===== src/rtl/serial_mem_pkg.sv =====
// Shared encodings for the serial-to-memory bridge: FSM states and the
// ASCII command/response characters of the byte protocol.
package serial_mem_pkg;

  typedef enum logic [3:0] {
    ST_WAIT    = 4'd0,
    ST_CMD     = 4'd1,
    ST_LEN     = 4'd2,
    ST_ADDR    = 4'd3,
    ST_RD_REQ  = 4'd4,
    ST_RD_WAIT = 4'd5,
    ST_RD_SEND = 4'd6,
    ST_WR_DATA = 4'd7,
    ST_WR_WAIT = 4'd8,
    ST_RESP    = 4'd9
  } state_t;

  localparam logic [7:0] CH_START    = 8'h21; // '!'
  localparam logic [7:0] CMD_READ    = 8'h52; // 'R'
  localparam logic [7:0] CMD_WRITE   = 8'h57; // 'W'
  localparam logic [7:0] CMD_VERSION = 8'h56; // 'V'
  localparam logic [7:0] CMD_PING    = 8'h50; // 'P'

  localparam logic [7:0] RSP_READ    = 8'h72; // 'r'
  localparam logic [7:0] RSP_WRITE   = 8'h77; // 'w'
  localparam logic [7:0] RSP_OVERRUN = 8'h25; // '%'
  localparam logic [7:0] RSP_UNKNOWN = 8'h3F; // '?'
  localparam logic [7:0] RSP_PING    = 8'h70; // 'p'
  localparam logic [7:0] RSP_RESYNC  = 8'h21; // '!'

endpackage


===== src/rtl/uart_tx_pacer.sv =====
// One-byte transmit holding register: accepts a byte when empty and strobes it
// out once the UART is ready, never on two consecutive cycles.
module uart_tx_pacer (
  input  logic       clk,
  input  logic       reset,
  input  logic       i_push,
  input  logic [7:0] i_data,
  output logic       o_free,
  input  logic       i_ready,
  output logic [7:0] o_txd,
  output logic       o_strobe
);

  logic       r_pending;
  logic [7:0] r_data;
  logic       r_strobe;

  // Free only when nothing is held and no strobe is on the wire, so the data
  // register cannot change underneath an asserted strobe.
  assign o_free   = !r_pending && !r_strobe;
  assign o_txd    = r_data;
  assign o_strobe = r_strobe;

  always_ff @(posedge clk) begin
    if (reset) begin
      r_pending <= 1'b0;
      r_data    <= 8'h00;
      r_strobe  <= 1'b0;
    end else begin
      r_strobe <= 1'b0;
      if (i_push && o_free) begin
        r_data    <= i_data;
        r_pending <= 1'b1;
      end else if (r_pending && i_ready && !r_strobe) begin
        r_strobe  <= 1'b1;
        r_pending <= 1'b0;
      end
    end
  end

endmodule


===== src/rtl/serial_mem_bridge.sv =====
// UART byte-protocol front end for a word-wide memory controller: parses
// '!'-framed read/write/version/ping commands and moves bytes to/from memory.
module serial_mem_bridge
  import serial_mem_pkg::*;
#(
  parameter int         ADDR_BITS  = 32,
  parameter int         LEN_BITS   = 24,
  parameter int         DATA_BYTES = 2,
  parameter logic [7:0] VERSION    = 8'h32
) (
  input  logic                    clk,
  input  logic                    reset,
  input  logic [7:0]              uart_rxd,
  input  logic                    uart_rxd_strobe,
  output logic [7:0]              uart_txd,
  output logic                    uart_txd_strobe,
  input  logic                    uart_txd_ready,
  output logic [ADDR_BITS-1:0]    sd_addr,
  output logic [8*DATA_BYTES-1:0] sd_wr_data,
  output logic [DATA_BYTES-1:0]   sd_wr_mask,
  input  logic [8*DATA_BYTES-1:0] sd_rd_data,
  input  logic                    sd_ack,
  input  logic                    sd_idle,
  output logic                    sd_we,
  output logic                    sd_enable,
  output logic                    busy
);

  localparam int WORD_W     = 8 * DATA_BYTES;
  localparam int LANE_W     = (DATA_BYTES > 1) ? $clog2(DATA_BYTES) : 1;
  localparam int LEN_BYTES  = LEN_BITS / 8;
  localparam int ADDR_BYTES = ADDR_BITS / 8;

  state_t                r_state, w_state_nxt;
  logic [2:0]            r_cnt;
  logic [LEN_BITS-1:0]   r_len;
  logic [ADDR_BITS-1:0]  r_addr;
  logic                  r_is_wr;
  logic                  r_overrun;
  logic [WORD_W-1:0]     r_word;
  logic                  r_sd_enable;
  logic                  r_sd_we;
  logic [WORD_W-1:0]     r_wr_data;
  logic [DATA_BYTES-1:0] r_wr_mask;
  logic [7:0]            r_resp0, r_resp1;
  logic [1:0]            r_resp_n;

  logic                  w_tx_push;
  logic [7:0]            w_tx_data;
  logic                  w_tx_free;
  logic [LANE_W-1:0]     w_lane;
  logic [ADDR_BITS-1:0]  w_addr_inc;
  logic                  w_cross;
  logic                  w_last;
  logic [7:0]            w_rd_byte;
  logic                  w_rx_ignored;
  logic                  w_ovr_nxt;

  function automatic logic [LANE_W-1:0] lane_of(input logic [ADDR_BITS-1:0] a);
    if (DATA_BYTES > 1) return a[LANE_W-1:0];
    else                return '0;
  endfunction

  function automatic logic [7:0] completion(input logic ovr, input logic wr);
    if (ovr)     return RSP_OVERRUN;
    else if (wr) return RSP_WRITE;
    else         return RSP_READ;
  endfunction

  assign w_lane     = lane_of(r_addr);
  assign w_addr_inc = r_addr + ADDR_BITS'(1);
  assign w_cross    = (lane_of(w_addr_inc) == '0);
  assign w_last     = (r_len == LEN_BITS'(1));
  assign w_rd_byte  = r_word[8*w_lane +: 8];

  // Bytes arriving while the bridge is driving memory reads or output are
  // discarded; the flag turns the completion byte into '%'.
  assign w_rx_ignored = uart_rxd_strobe &&
                        (r_state == ST_RD_REQ || r_state == ST_RD_WAIT ||
                         r_state == ST_RD_SEND || r_state == ST_WR_WAIT ||
                         r_state == ST_RESP);
  assign w_ovr_nxt = r_overrun || w_rx_ignored;

  assign sd_addr    = r_addr;
  assign sd_wr_data = r_wr_data;
  assign sd_wr_mask = r_wr_mask;
  assign sd_enable  = r_sd_enable;
  assign sd_we      = r_sd_we;
  assign busy       = (r_state != ST_WAIT);

  uart_tx_pacer u_tx_pacer (
    .clk      (clk),
    .reset    (reset),
    .i_push   (w_tx_push),
    .i_data   (w_tx_data),
    .o_free   (w_tx_free),
    .i_ready  (uart_txd_ready),
    .o_txd    (uart_txd),
    .o_strobe (uart_txd_strobe)
  );

  always_ff @(posedge clk) begin
    if (reset) r_state <= ST_WAIT;
    else       r_state <= w_state_nxt;
  end

  always_comb begin
    w_state_nxt = r_state;
    w_tx_push   = 1'b0;
    w_tx_data   = 8'h00;
    case (r_state)
      ST_WAIT: begin
        if (uart_rxd_strobe) begin
          if (uart_rxd == CH_START) begin
            w_state_nxt = ST_CMD;
          end else begin
            w_tx_push = w_tx_free;
            w_tx_data = RSP_RESYNC;
          end
        end
      end
      ST_CMD: begin
        if (uart_rxd_strobe) begin
          if (uart_rxd == CMD_READ || uart_rxd == CMD_WRITE) w_state_nxt = ST_LEN;
          else                                               w_state_nxt = ST_RESP;
        end
      end
      ST_LEN: begin
        if (uart_rxd_strobe && r_cnt == 3'(LEN_BYTES - 1)) w_state_nxt = ST_ADDR;
      end
      ST_ADDR: begin
        if (uart_rxd_strobe && r_cnt == 3'(ADDR_BYTES - 1)) begin
          if (r_len == '0)  w_state_nxt = ST_RESP;
          else if (r_is_wr) w_state_nxt = ST_WR_DATA;
          else              w_state_nxt = ST_RD_REQ;
        end
      end
      ST_RD_REQ: begin
        if (sd_idle) w_state_nxt = ST_RD_WAIT;
      end
      ST_RD_WAIT: begin
        if (sd_ack) w_state_nxt = ST_RD_SEND;
      end
      ST_RD_SEND: begin
        if (w_tx_free) begin
          w_tx_push = 1'b1;
          w_tx_data = w_rd_byte;
          if (w_last)       w_state_nxt = ST_RESP;
          else if (w_cross) w_state_nxt = ST_RD_REQ;
        end
      end
      ST_WR_DATA: begin
        if (uart_rxd_strobe) w_state_nxt = ST_WR_WAIT;
      end
      ST_WR_WAIT: begin
        if (r_sd_enable && sd_ack) w_state_nxt = w_last ? ST_RESP : ST_WR_DATA;
      end
      ST_RESP: begin
        if (w_tx_free) begin
          w_tx_push = 1'b1;
          w_tx_data = r_resp0;
          if (r_resp_n <= 2'd1) w_state_nxt = ST_WAIT;
        end
      end
      default: w_state_nxt = ST_WAIT;
    endcase
  end

  always_ff @(posedge clk) begin
    if (reset) begin
      r_cnt       <= '0;
      r_len       <= '0;
      r_addr      <= '0;
      r_is_wr     <= 1'b0;
      r_overrun   <= 1'b0;
      r_word      <= '0;
      r_sd_enable <= 1'b0;
      r_sd_we     <= 1'b0;
      r_wr_data   <= '0;
      r_wr_mask   <= '0;
      r_resp0     <= 8'h00;
      r_resp1     <= 8'h00;
      r_resp_n    <= 2'd0;
    end else begin
      if (w_rx_ignored) r_overrun <= 1'b1;
      case (r_state)
        ST_CMD: begin
          if (uart_rxd_strobe) begin
            r_overrun <= 1'b0;
            r_cnt     <= '0;
            r_len     <= '0;
            r_is_wr   <= (uart_rxd == CMD_WRITE);
            r_resp_n  <= 2'd1;
            case (uart_rxd)
              CMD_VERSION: begin
                r_resp0  <= VERSION;
                r_resp1  <= 8'(DATA_BYTES);
                r_resp_n <= 2'd2;
              end
              CMD_PING:            r_resp0 <= RSP_PING;
              CMD_READ, CMD_WRITE: r_resp0 <= r_resp0;
              default:             r_resp0 <= RSP_UNKNOWN;
            endcase
          end
        end
        ST_LEN: begin
          if (uart_rxd_strobe) begin
            r_len <= (r_len << 8) | LEN_BITS'(uart_rxd);
            r_cnt <= (r_cnt == 3'(LEN_BYTES - 1)) ? 3'd0 : r_cnt + 3'd1;
          end
        end
        ST_ADDR: begin
          if (uart_rxd_strobe) begin
            r_addr <= (r_addr << 8) | ADDR_BITS'(uart_rxd);
            r_cnt  <= r_cnt + 3'd1;
            if (r_cnt == 3'(ADDR_BYTES - 1) && r_len == '0) begin
              r_resp0  <= completion(r_overrun, r_is_wr);
              r_resp_n <= 2'd1;
            end
          end
        end
        ST_RD_REQ: begin
          if (sd_idle) begin
            r_sd_enable <= 1'b1;
            r_sd_we     <= 1'b0;
          end
        end
        ST_RD_WAIT: begin
          if (sd_ack) begin
            r_word      <= sd_rd_data;
            r_sd_enable <= 1'b0;
          end
        end
        ST_RD_SEND: begin
          if (w_tx_free) begin
            r_addr <= w_addr_inc;
            r_len  <= r_len - LEN_BITS'(1);
            if (w_last) begin
              r_resp0  <= completion(w_ovr_nxt, 1'b0);
              r_resp_n <= 2'd1;
            end
          end
        end
        ST_WR_DATA: begin
          if (uart_rxd_strobe) begin
            r_wr_data <= WORD_W'(uart_rxd) << (8 * w_lane);
            r_wr_mask <= DATA_BYTES'(1) << w_lane;
          end
        end
        ST_WR_WAIT: begin
          if (!r_sd_enable) begin
            if (sd_idle) begin
              r_sd_enable <= 1'b1;
              r_sd_we     <= 1'b1;
            end
          end else if (sd_ack) begin
            r_sd_enable <= 1'b0;
            r_sd_we     <= 1'b0;
            r_addr      <= w_addr_inc;
            r_len       <= r_len - LEN_BITS'(1);
            if (w_last) begin
              r_resp0  <= completion(w_ovr_nxt, 1'b1);
              r_resp_n <= 2'd1;
            end
          end
        end
        ST_RESP: begin
          if (w_tx_free) begin
            r_resp0  <= r_resp1;
            r_resp_n <= r_resp_n - 2'd1;
          end
        end
        default: ;
      endcase
    end
  end

endmodule


===== config.mk =====
export PLATFORM = sky130hd
export DESIGN_NAME = serial_mem_bridge
export DESIGN_NICKNAME = d
export VERILOG_FILES = /design/src/rtl/serial_mem_pkg.sv /design/src/rtl/uart_tx_pacer.sv /design/src/rtl/serial_mem_bridge.sv
export SDC_FILE = /design/constraint.sdc
export NUM_CORES = 1
export LEC_CHECK = 0
export BUFFER_PORTS_ARGS = -buffer_cell sky130_fd_sc_hd__buf_2
export CAP_MARGIN = 20
export CORE_AREA = 8 8 150 152
export CTS_CLUSTER_SIZE = 25
export DETAILED_ROUTE_END_ITERATION = 8
export DIE_AREA = 0 0 158 160
export SETUP_SLACK_MARGIN = 0.15
export SLEW_MARGIN = 5
export SYNTH_ARGS = -nofsm -noshare
export SYNTH_HDL_FRONTEND = slang
export SYNTH_SLANG_ARGS = --single-unit

===== constraint.sdc =====
create_clock -name clk -period 1.9 [get_ports clk]
set_input_delay 0.285 -clock clk [delete_from_list [all_inputs] [get_ports clk]]
set_output_delay 0.285 -clock clk [all_outputs]
set_load 0.03 [all_outputs]

==> load_flow_metrics.sql, run 1 <==
INSERT INTO impl_metrics (metric_group, metric, value, unit) VALUES
('die', 'initial_utilization', '0.345', ''),
('final_layout', 'regArea', '2460', 'µm²'),
('place', 'place_congestion', '0.912', ''),
('place', 'pre_cts_ws', '-0.227', 'ns'),
('cts', 'clk_latency', '0.43', 'ns'),
('yosys', 'ys_warn_count', '0', ''),
('yosys', 'yosysSeqAreaShare', '0.348', ''),
('power_and_ir_drop', 'power.net_switching', '3.01', 'mW'),
('critical_path', 'setup.worst_path.end_class', 'flop', ''),
('run', 'cap_viol_max_count', '0', ''),
('final_layout', 'number_of_non_filler_instances_in_the_completed_layout', '1479', ''),
('global_routing', 'grt_antenna_before_repair', '0', ''),
('power_and_ir_drop', 'worst_vdd_ir', '0.583', 'mV'),
('yosys', 'synth_fp_nets', '941', ''),
('yosys', 'synth-edff-count', '0', ''),
('die', 'floorplan.rows', '52', ''),
('timing', 'clock_skew', '0.0115', 'ns'),
('critical_path', 'worst_ep_arrival_time', '2.44', 'ns'),
('detailed_routing', 'detail_route.iter0.violations', '703', ''),
('global_routing', 'number_of_global_route_vias_before_repair', '8298', ''),
('yosys', 'synth.ff_latch_count', '120', ''),
('outcome', 'outcome', 'complete, but fails checks', ''),
('yosys', 'postSynth.topFlopCell', 'sky130_fd_sc_hd__dfxtp_1', ''),
('final_layout', 'layout_common_cells', 'sky130_fd_sc_hd__buf_4, sky130_fd_sc_hd__nand2_1, sky130_fd_sc_hd__dfxtp_1, sky130_fd_sc_hd__buf_2, sky130_fd_sc_hd__nor2_1', ''),
('final_layout', 'count_of_nets_after_finishing', '1233', ''),
('place', 'detailed_place.area', '9100', 'µm²'),
('cts', 'clock_sinks', '120', ''),
('power_and_ir_drop', 'power.share.switching', '0.343', ''),
('detailed_routing', 'routed-via-count', '8581', ''),
('detailed_routing', 'number_of_optimization_iterations_in_the_first_detailed_route_pass', '5', ''),
('cts', 'hold_buffers', '0', ''),
('die', 'floorplan.core_area', '20000', 'µm²'),
('timing', 'final.setup.worst_slack', '-0.237', 'ns'),
('yosys', 'syn-instance-count', '904', ''),
('power_and_ir_drop', 'cell_internal_pwr', '5.75', 'mW'),
('hold_path', 'worst_hold_path_type', 'in2reg', ''),
('global_routing', 'globalRouteOverflowTotal', '0', ''),
('detailed_routing', 'drc_errors', '0', ''),
('yosys', 'synth.avg_cell_area', '7.64', 'µm²'),
('global_routing', 'grt_first_pass_wirelength', '43.3', 'mm'),
('timing', 'post-route-period-util', '1.12', ''),
('timing', 'worst-slew-pin-transition', '0.828', 'ns'),
('place', 'placed_cells', '1374', ''),
('place', 'buffer_ports.inserted', '91', ''),
('global_routing', 'maximum_number_of_pins_on_one_net_before_global_route_repair', '71', ''),
('timing', 'clock.fmax', '0.468', 'GHz'),
('final_layout', 'layout.cells.most_common', 'sky130_fd_sc_hd__buf_4', ''),
('power_and_ir_drop', 'clock_power_share', '0.359', ''),
('timing', 'setup-violations-final', '68', ''),
('final_layout', 'fin_area', '11900', 'µm²'),
('cts', 'numCtsBuffers', '17', ''),
('yosys', 'syn-cell-area', '6910', 'µm²'),
('timing', 'hold_violations', '0', ''),
('yosys', 'synthArstFlopShare', '0', ''),
('critical_path', 'setup.worst_path.start_class', 'flop', ''),
('power_and_ir_drop', 'leak', '4.61', 'nW'),
('detailed_routing', 'postRouteAntennaNets', '0', ''),
('timing', 'slew_headroom', '0.448', ''),
('cts', 'cts_tree', 'done', ''),
('cts', 'clockRootBuffer', 'sky130_fd_sc_hd__clkbuf_16', ''),
('cts', 'max_buffers_root_to_sink', '2', ''),
('final_layout', 'multi_input_area', '5440', 'µm²'),
('outcome', 'failed_checks', 'negative setup slack', ''),
('place', 'dp_hpwl', '17.0', 'mm'),
('timing', 'unrepaired_setup_endpoints_after_global_routing', 'true', ''),
('cts', 'ctsHtreeMaxLevel', '4', ''),
('die', 'design.portCount', '92', ''),
('cts', 'register_clock_pin_slew_on_the_reported_worst_setup_and_hold_paths', '0.06', 'ns'),
('power_and_ir_drop', 'power.density', '735', 'nW/µm²'),
('final_layout', 'drive_gt1_frac', '0.519', ''),
('critical_path', 'critPathKind', 'reg2reg', '');
==> state kept, by name, summed over array words and instances, names as in the netlist, 2 cells and up <==
register,flops
r_cnt,3
r_len,24
r_resp0,6
r_resp_n,2
r_state,4
r_word,16
sd_addr,32
sd_wr_data,16
sd_wr_mask,2
u_tx_pacer.o_txd,8
==> layer usage <==
metal | global-route usage | wire [µm] | vias up
li1 | - | - | 3924
met1 | 0.251 | 11500 | 4103
met2 | 0.364 | 14800 | 442
met3 | 0.0435 | 2380 | 112
met4 | 0.0948 | 1360 | 0
met5 | 0 | 0 | -
==> metrics by stage <==
| stage | total power, mW | utilization | hold WS [ns] | setup TNS, ns |
|---|---|---|---|---|
| floorplan | 4.10 | - | 0.401 | -0.561 |
| CTS | 8.35 | 0.546 | 0.0839 | -4.19 |
| global placement | 4.79 | 0.454 | 0.438 | -10.38 |
| detailed placement | 4.80 | 0.454 | 0.441 | -11.62 |
| finish | 8.76 | 0.594 | 0.0914 | -7.65 |
| global route | 9.07 | 0.594 | 0.0963 | -11.36 |
==> path summary, 6_finish.rpt <==
kind / startpoint / endpoint / slack [ns] / cells past startpoint
worst max-delay path: r_len[11] / r_len[22] / -0.24 / 7
worst min-delay path: sd_ack / sd_enable / 0.09 / 2
worst max register to register: r_len[11] / r_len[22] / -0.24 / 7
worst min register to register: r_word[12] / r_word[12] / 0.45 / 2
==> area by class of cell <==
| class | count | share of cell area |
|---|---|---|
| Multi-Input combinational cell | 707 | 0.457 |
| Timing Repair Buffer | 334 | 0.256 |
| Sequential cell | 120 | 0.206 |
| Clock buffer | 19 | 0.0372 |
| Tap cell | 270 | 0.0284 |
| Clock inverter | 13 | 0.0102 |
| Inverter | 16 | 0.00504 |
==> power groups by stage <==
stage               logic (mW)  clock network [mW]  registers, mW
finish                    2.87                3.14           2.74
global route              3.04                3.27           2.76
CTS                       2.47                3.15           2.73
detailed placement        2.03                   0           2.78
global placement          2.01                   0           2.77
floorplan                 1.25                   0           2.86
==> Yosys cell counts, types with 5 or more instances <==
| master | count | area share |
|---|---|---|
| sky130_fd_sc_hd__ha_1 | 7 | 0.013 |
| sky130_fd_sc_hd__nand4_1 | 6 | 0.0054 |
| sky130_fd_sc_hd__a21o_1 | 9 | 0.0098 |
| sky130_fd_sc_hd__clkbuf_1 | 42 | 0.023 |
| sky130_fd_sc_hd__nand2b_1 | 9 | 0.0081 |
| sky130_fd_sc_hd__nor2_1 | 95 | 0.052 |
| sky130_fd_sc_hd__o31ai_1 | 7 | 0.0076 |
| sky130_fd_sc_hd__inv_1 | 15 | 0.0081 |
| sky130_fd_sc_hd__mux2i_1 | 9 | 0.013 |
| sky130_fd_sc_hd__nor3_1 | 30 | 0.022 |
| sky130_fd_sc_hd__and2_1 | 5 | 0.0045 |
| sky130_fd_sc_hd__and3_1 | 11 | 0.010 |
| sky130_fd_sc_hd__nor4_1 | 8 | 0.0072 |
| sky130_fd_sc_hd__a31oi_1 | 10 | 0.0091 |
| sky130_fd_sc_hd__buf_2 | 13 | 0.0094 |
| sky130_fd_sc_hd__o21ai_0 | 55 | 0.040 |
| sky130_fd_sc_hd__a311oi_1 | 7 | 0.0089 |
| sky130_fd_sc_hd__a22o_1 | 7 | 0.0089 |
| sky130_fd_sc_hd__nand3b_1 | 14 | 0.015 |
| sky130_fd_sc_hd__clkbuf_8 | 7 | 0.014 |
| sky130_fd_sc_hd__dfxtp_1 | 120 | 0.35 |
| sky130_fd_sc_hd__a21oi_1 | 99 | 0.072 |
| sky130_fd_sc_hd__or3_1 | 10 | 0.0091 |
| sky130_fd_sc_hd__a22oi_1 | 19 | 0.021 |
| sky130_fd_sc_hd__o22ai_1 | 10 | 0.0091 |
| sky130_fd_sc_hd__nand3_1 | 32 | 0.023 |
| sky130_fd_sc_hd__nand2_1 | 125 | 0.068 |
| sky130_fd_sc_hd__a211oi_1 | 26 | 0.028 |
==> what timing repair did <==
action / 4_1_cts / 5_1_grt
buffers inserted: 34 / 19
gates cloned: 15 / 5
pin swaps: 71 / 84
resized for setup: 176 / 163
endpoints found under the setup margin: 79 / 96
==> cells by family after synthesis <==
group / synth area share
XOR/XNOR: 0.00507
multiplexers: 0.0261
buffers and inverters: 0.0589
AO/OA/AOI/OAI: 0.276
AND/OR/NAND/NOR: 0.274
flip-flops: 0.348
adder cells (fa/ha/maj): 0.0127
==> critical path, stage by stage, from the launching register on <==
cell and delay (ns):
sky130_fd_sc_hd__dfxtp_2 0.34, sky130_fd_sc_hd__buf_6 0.11, sky130_fd_sc_hd__or4_4 0.54, sky130_fd_sc_hd__nor4_4 0.35
sky130_fd_sc_hd__buf_4 0.19, sky130_fd_sc_hd__a31oi_1 0.10, sky130_fd_sc_hd__o211ai_1 0.27, sky130_fd_sc_hd__o21ai_1 0.12
Note: power is estimated with default switching activity, not from simulation.
==> run 2, diff against run 1 <==
--- a/config.mk
+++ b/config.mk
@@ -11,6 +11,7 @@
 export CTS_CLUSTER_SIZE = 25
 export DETAILED_ROUTE_END_ITERATION = 8
 export DIE_AREA = 0 0 158 160
+export REMOVE_ABC_BUFFERS = 1
 export SETUP_SLACK_MARGIN = 0.15
 export SLEW_MARGIN = 5
 export SYNTH_ARGS = -nofsm -noshare
==> run 2 against run 1 <==
The run still ends with negative setup slack left. Sequential cell count unchanged. Clock power is 13% higher. Worst hold slack got worse by 0.0052 ns. Register-to-register slack improved by 0.096 ns. Critical endpoint is now r_resp0[6]. Highest routed layer unchanged.
==> load_flow_metrics.sql, run 2 (synthesis results as in run 1) <==
INSERT INTO impl_metrics (metric_group, metric, value, unit) VALUES
('global_routing', 'grt_util_all_layers', '0.199', ''),
('critical_path', 'setup.worst_path.end_class', 'flop', ''),
('final_layout', 'num_antenna_cells', '0', ''),
('die', 'floorplan.die.height', '160', 'µm'),
('timing', 'worst-slew-pin-transition', '0.582', 'ns'),
('final_layout', 'drive_gt1_frac', '0.471', ''),
('global_routing', 'grt_first_pass_wirelength', '40.6', 'mm'),
('final_layout', 'layout_common_cells', 'sky130_fd_sc_hd__buf_4, sky130_fd_sc_hd__dfxtp_1, sky130_fd_sc_hd__nand2_1, sky130_fd_sc_hd__buf_2, sky130_fd_sc_hd__nor2_1', ''),
('final_layout', 'fin_area', '11400', 'µm²'),
('timing', 'hold_violations', '0', ''),
('detailed_routing', 'drc_errors', '0', ''),
('critical_path', 'max_stage_delay_cell_worst_path', 'sky130_fd_sc_hd__a221oi_4', ''),
('critical_path', 'path_cells', 'nor4_4, and4_4, a31oi_4, a221oi_4, nand2_4, mux2_4', ''),
('critical_path', 'crit_path_max_fanout', '4', ''),
('power_and_ir_drop', 'worst_vdd_ir', '0.566', 'mV'),
('power_and_ir_drop', 'power.density', '794', 'nW/µm²'),
('place', 'dp_hpwl', '17.1', 'mm'),
('cts', 'clk_latency', '0.43', 'ns'),
('timing', 'slew_headroom', '0.607', ''),
('critical_path', 'worst_r2r_endpoint', 'r_resp0[6]', ''),
('timing', 'timing.hold.ws', '0.0862', 'ns'),
('timing', 'clock_skew', '0.00975', 'ns'),
('cts', 'register_clock_pin_slew_on_the_reported_worst_setup_and_hold_paths', '0.06', 'ns'),
('timing', 'period_needed', '2.04', 'ns'),
('timing', 'setup-violations-final', '59', ''),
('hold_path', 'end_point_of_the_most_critical_hold_path', 'r_word[6]', ''),
('hold_path', 'min-delay-start', 'sd_rd_data[6]', ''),
('cts', 'clock_sinks', '120', ''),
('critical_path', 'path_buf_inv', '0', ''),
('timing', 'post-route-period-util', '1.07', ''),
('critical_path', 'rr_startpoint', 'r_len[11]', ''),
('die', 'initial_utilization', '0.345', ''),
('timing', 'unrepaired_setup_endpoints_after_global_routing', 'true', ''),
('place', 'buffer_ports.inserted', '91', ''),
('critical_path', 'worstRegToRegCells', '6', ''),
('critical_path', 'setup.worst_path.start_class', 'flop', ''),
('critical_path', 'crit_family', 'simple AND/OR/NAND/NOR gates', ''),
('detailed_routing', 'number_of_optimization_iterations_in_the_first_detailed_route_pass', '5', ''),
('final_layout', 'multi_input_area', '5080', 'µm²'),
('place', 'pre_cts_ws', '-0.265', 'ns'),
('final_layout', 'area_growth_syn_to_layout', '65.1', '%'),
('global_routing', 'globalRouteOverflowTotal', '0', ''),
('hold_path', 'worst_hold_path_type', 'in2reg', ''),
('cts', 'clockRootBuffer', 'sky130_fd_sc_hd__clkbuf_16', ''),
('global_routing', 'maximum_number_of_pins_on_one_net_before_global_route_repair', '62', ''),
('cts', 'max_buffers_root_to_sink', '2', ''),
('final_layout', 'layout.cells.most_common', 'sky130_fd_sc_hd__buf_4', ''),
('detailed_routing', 'postRouteAntennaNets', '0', ''),
('die', 'floorplan.rows', '52', ''),
('critical_path', 'critPathKind', 'reg2reg', ''),
('die', 'die_area', '25300', 'µm²'),
('final_layout', 'largest_register_ffs', '32', ''),
('final_layout', 'regArea', '2420', 'µm²'),
('hold_path', 'hold_path_depth', '3', ''),
('detailed_routing', 'post_drt_wl_per_cell', '19.2', 'µm'),
('power_and_ir_drop', 'leak', '4.47', 'nW'),
('cts', 'ctsHtreeMaxLevel', '4', ''),
('critical_path', 'ff2ff_setup_slack', '-0.14', 'ns'),
('critical_path', 'crit_path_max_incr_delay', '0.38', 'ns'),
('detailed_routing', 'routed-via-count', '8454', ''),
('critical_path', 'worst_ep_arrival_time', '2.36', 'ns'),
('outcome', 'failed_checks', 'negative setup slack', ''),
('final_layout', 'fillerInstances', '1771', ''),
('detailed_routing', 'vias_per_cell', '5.72', ''),
('global_routing', 'number_of_global_route_vias_before_repair', '7729', ''),
('timing', 'clock.fmax', '0.490', 'GHz'),
('detailed_routing', 'detail_route.iter0.violations', '822', ''),
('die', 'fp.dieW', '158', 'µm'),
('die', 'design.portCount', '92', ''),
('detailed_routing', 'totalWireLength', '28.4', 'mm'),
('run', 'cap_viol_max_count', '0', ''),
('timing', 'maxSlewViolCount', '0', ''),
('die', 'floorplan.core_area', '20000', 'µm²'),
('final_layout', 'finished_core_util', '0.569', ''),
('outcome', 'outcome', 'complete, but fails checks', ''),
('cts', 'numCtsBuffers', '17', ''),
('place', 'place_congestion', '0.914', ''),
('timing', 'final.setup.worst_slack', '-0.141', 'ns'),
('place', 'detailed_place.area', '8970', 'µm²'),
('global_routing', 'grt_antenna_before_repair', '0', ''),
('cts', 'cts_tree', 'done', ''),
('critical_path', 'worst-endpoint-required', '2.22', 'ns'),
('final_layout', 'count_of_nets_after_finishing', '1233', '');
run 2: power by group:
| part | leakage [nW] | internal [mW] | switching [mW] |
|---|---|---|---|
| logic | 3.19 | 1.23 | 1.53 |
| clock network | 0.305 | 2.25 | 1.31 |
| registers | 0.973 | 2.64 | 0.101 |
| total | 4.47 | 6.12 | 2.94 |
run 2: worst max-delay path by stage:
| stage | endpoint | depth (start not counted) | start | slack, ns |
|---|---|---|---|---|
| 6_report | r_resp0[6] | 6 | r_len[11] | -0.14 |
| 5_1_grt | sd_addr[13] | 7 | sd_addr[8] | -0.30 |
| 4_1_cts | sd_addr[27] | 8 | r_state[1] | -0.12 |
| 3_5_place_dp | r_len[19] | 7 | r_state[2] | -0.26 |
| 3_3_place_gp | u_tx_pacer.o_txd[2] | 8 | uart_rxd[3] | -0.29 |
| 2_1_floorplan | r_resp0[3] | 5 | r_state[3] | -1.45 |
run 2: layer usage:
layer	GRT usage	share of wire
met5	0	0
met4	0.0617	0.030
met3	0.0370	0.076
met2	0.328	0.48
met1	0.256	0.41
run 2: per-stage QoR:
stage | std cells | setup TNS (ns) | total power, mW
floorplan | 837 | -89.87 | 3.84
global placement | 1392 | -9.59 | 4.74
detailed placement | 1392 | -10.22 | 4.76
CTS | 1448 | -3.57 | 8.68
global route | 1479 | -8.02 | 9.41
finish | 1479 | -4.13 | 9.06
run 2: worst register-to-register path: stages, from the launching register on:
cell,delay [ns]
sky130_fd_sc_hd__dfxtp_2,0.34
sky130_fd_sc_hd__nor4_4,0.35
sky130_fd_sc_hd__and4_4,0.32
sky130_fd_sc_hd__a31oi_4,0.11
sky130_fd_sc_hd__a221oi_4,0.38
sky130_fd_sc_hd__nand2_4,0.12
sky130_fd_sc_hd__mux2_4,0.30
run 2: what timing repair did:
item,in CTS,in global routing
resized for setup,108,190
endpoints found under the setup margin,97,107
pin swaps,46,88
gates cloned,6,13
setup buffers,18,18
hold buffers,0,0
run 2: area by class of cell:
cell class / count / area share
clock inverters: 13 / 0.0169
clock buffers: 19 / 0.0388
well taps: 270 / 0.0296
repair buffers: 337 / 0.252
multi-input cells: 704 / 0.445
flip-flops and latches: 120 / 0.213
inverters: 16 / 0.00526
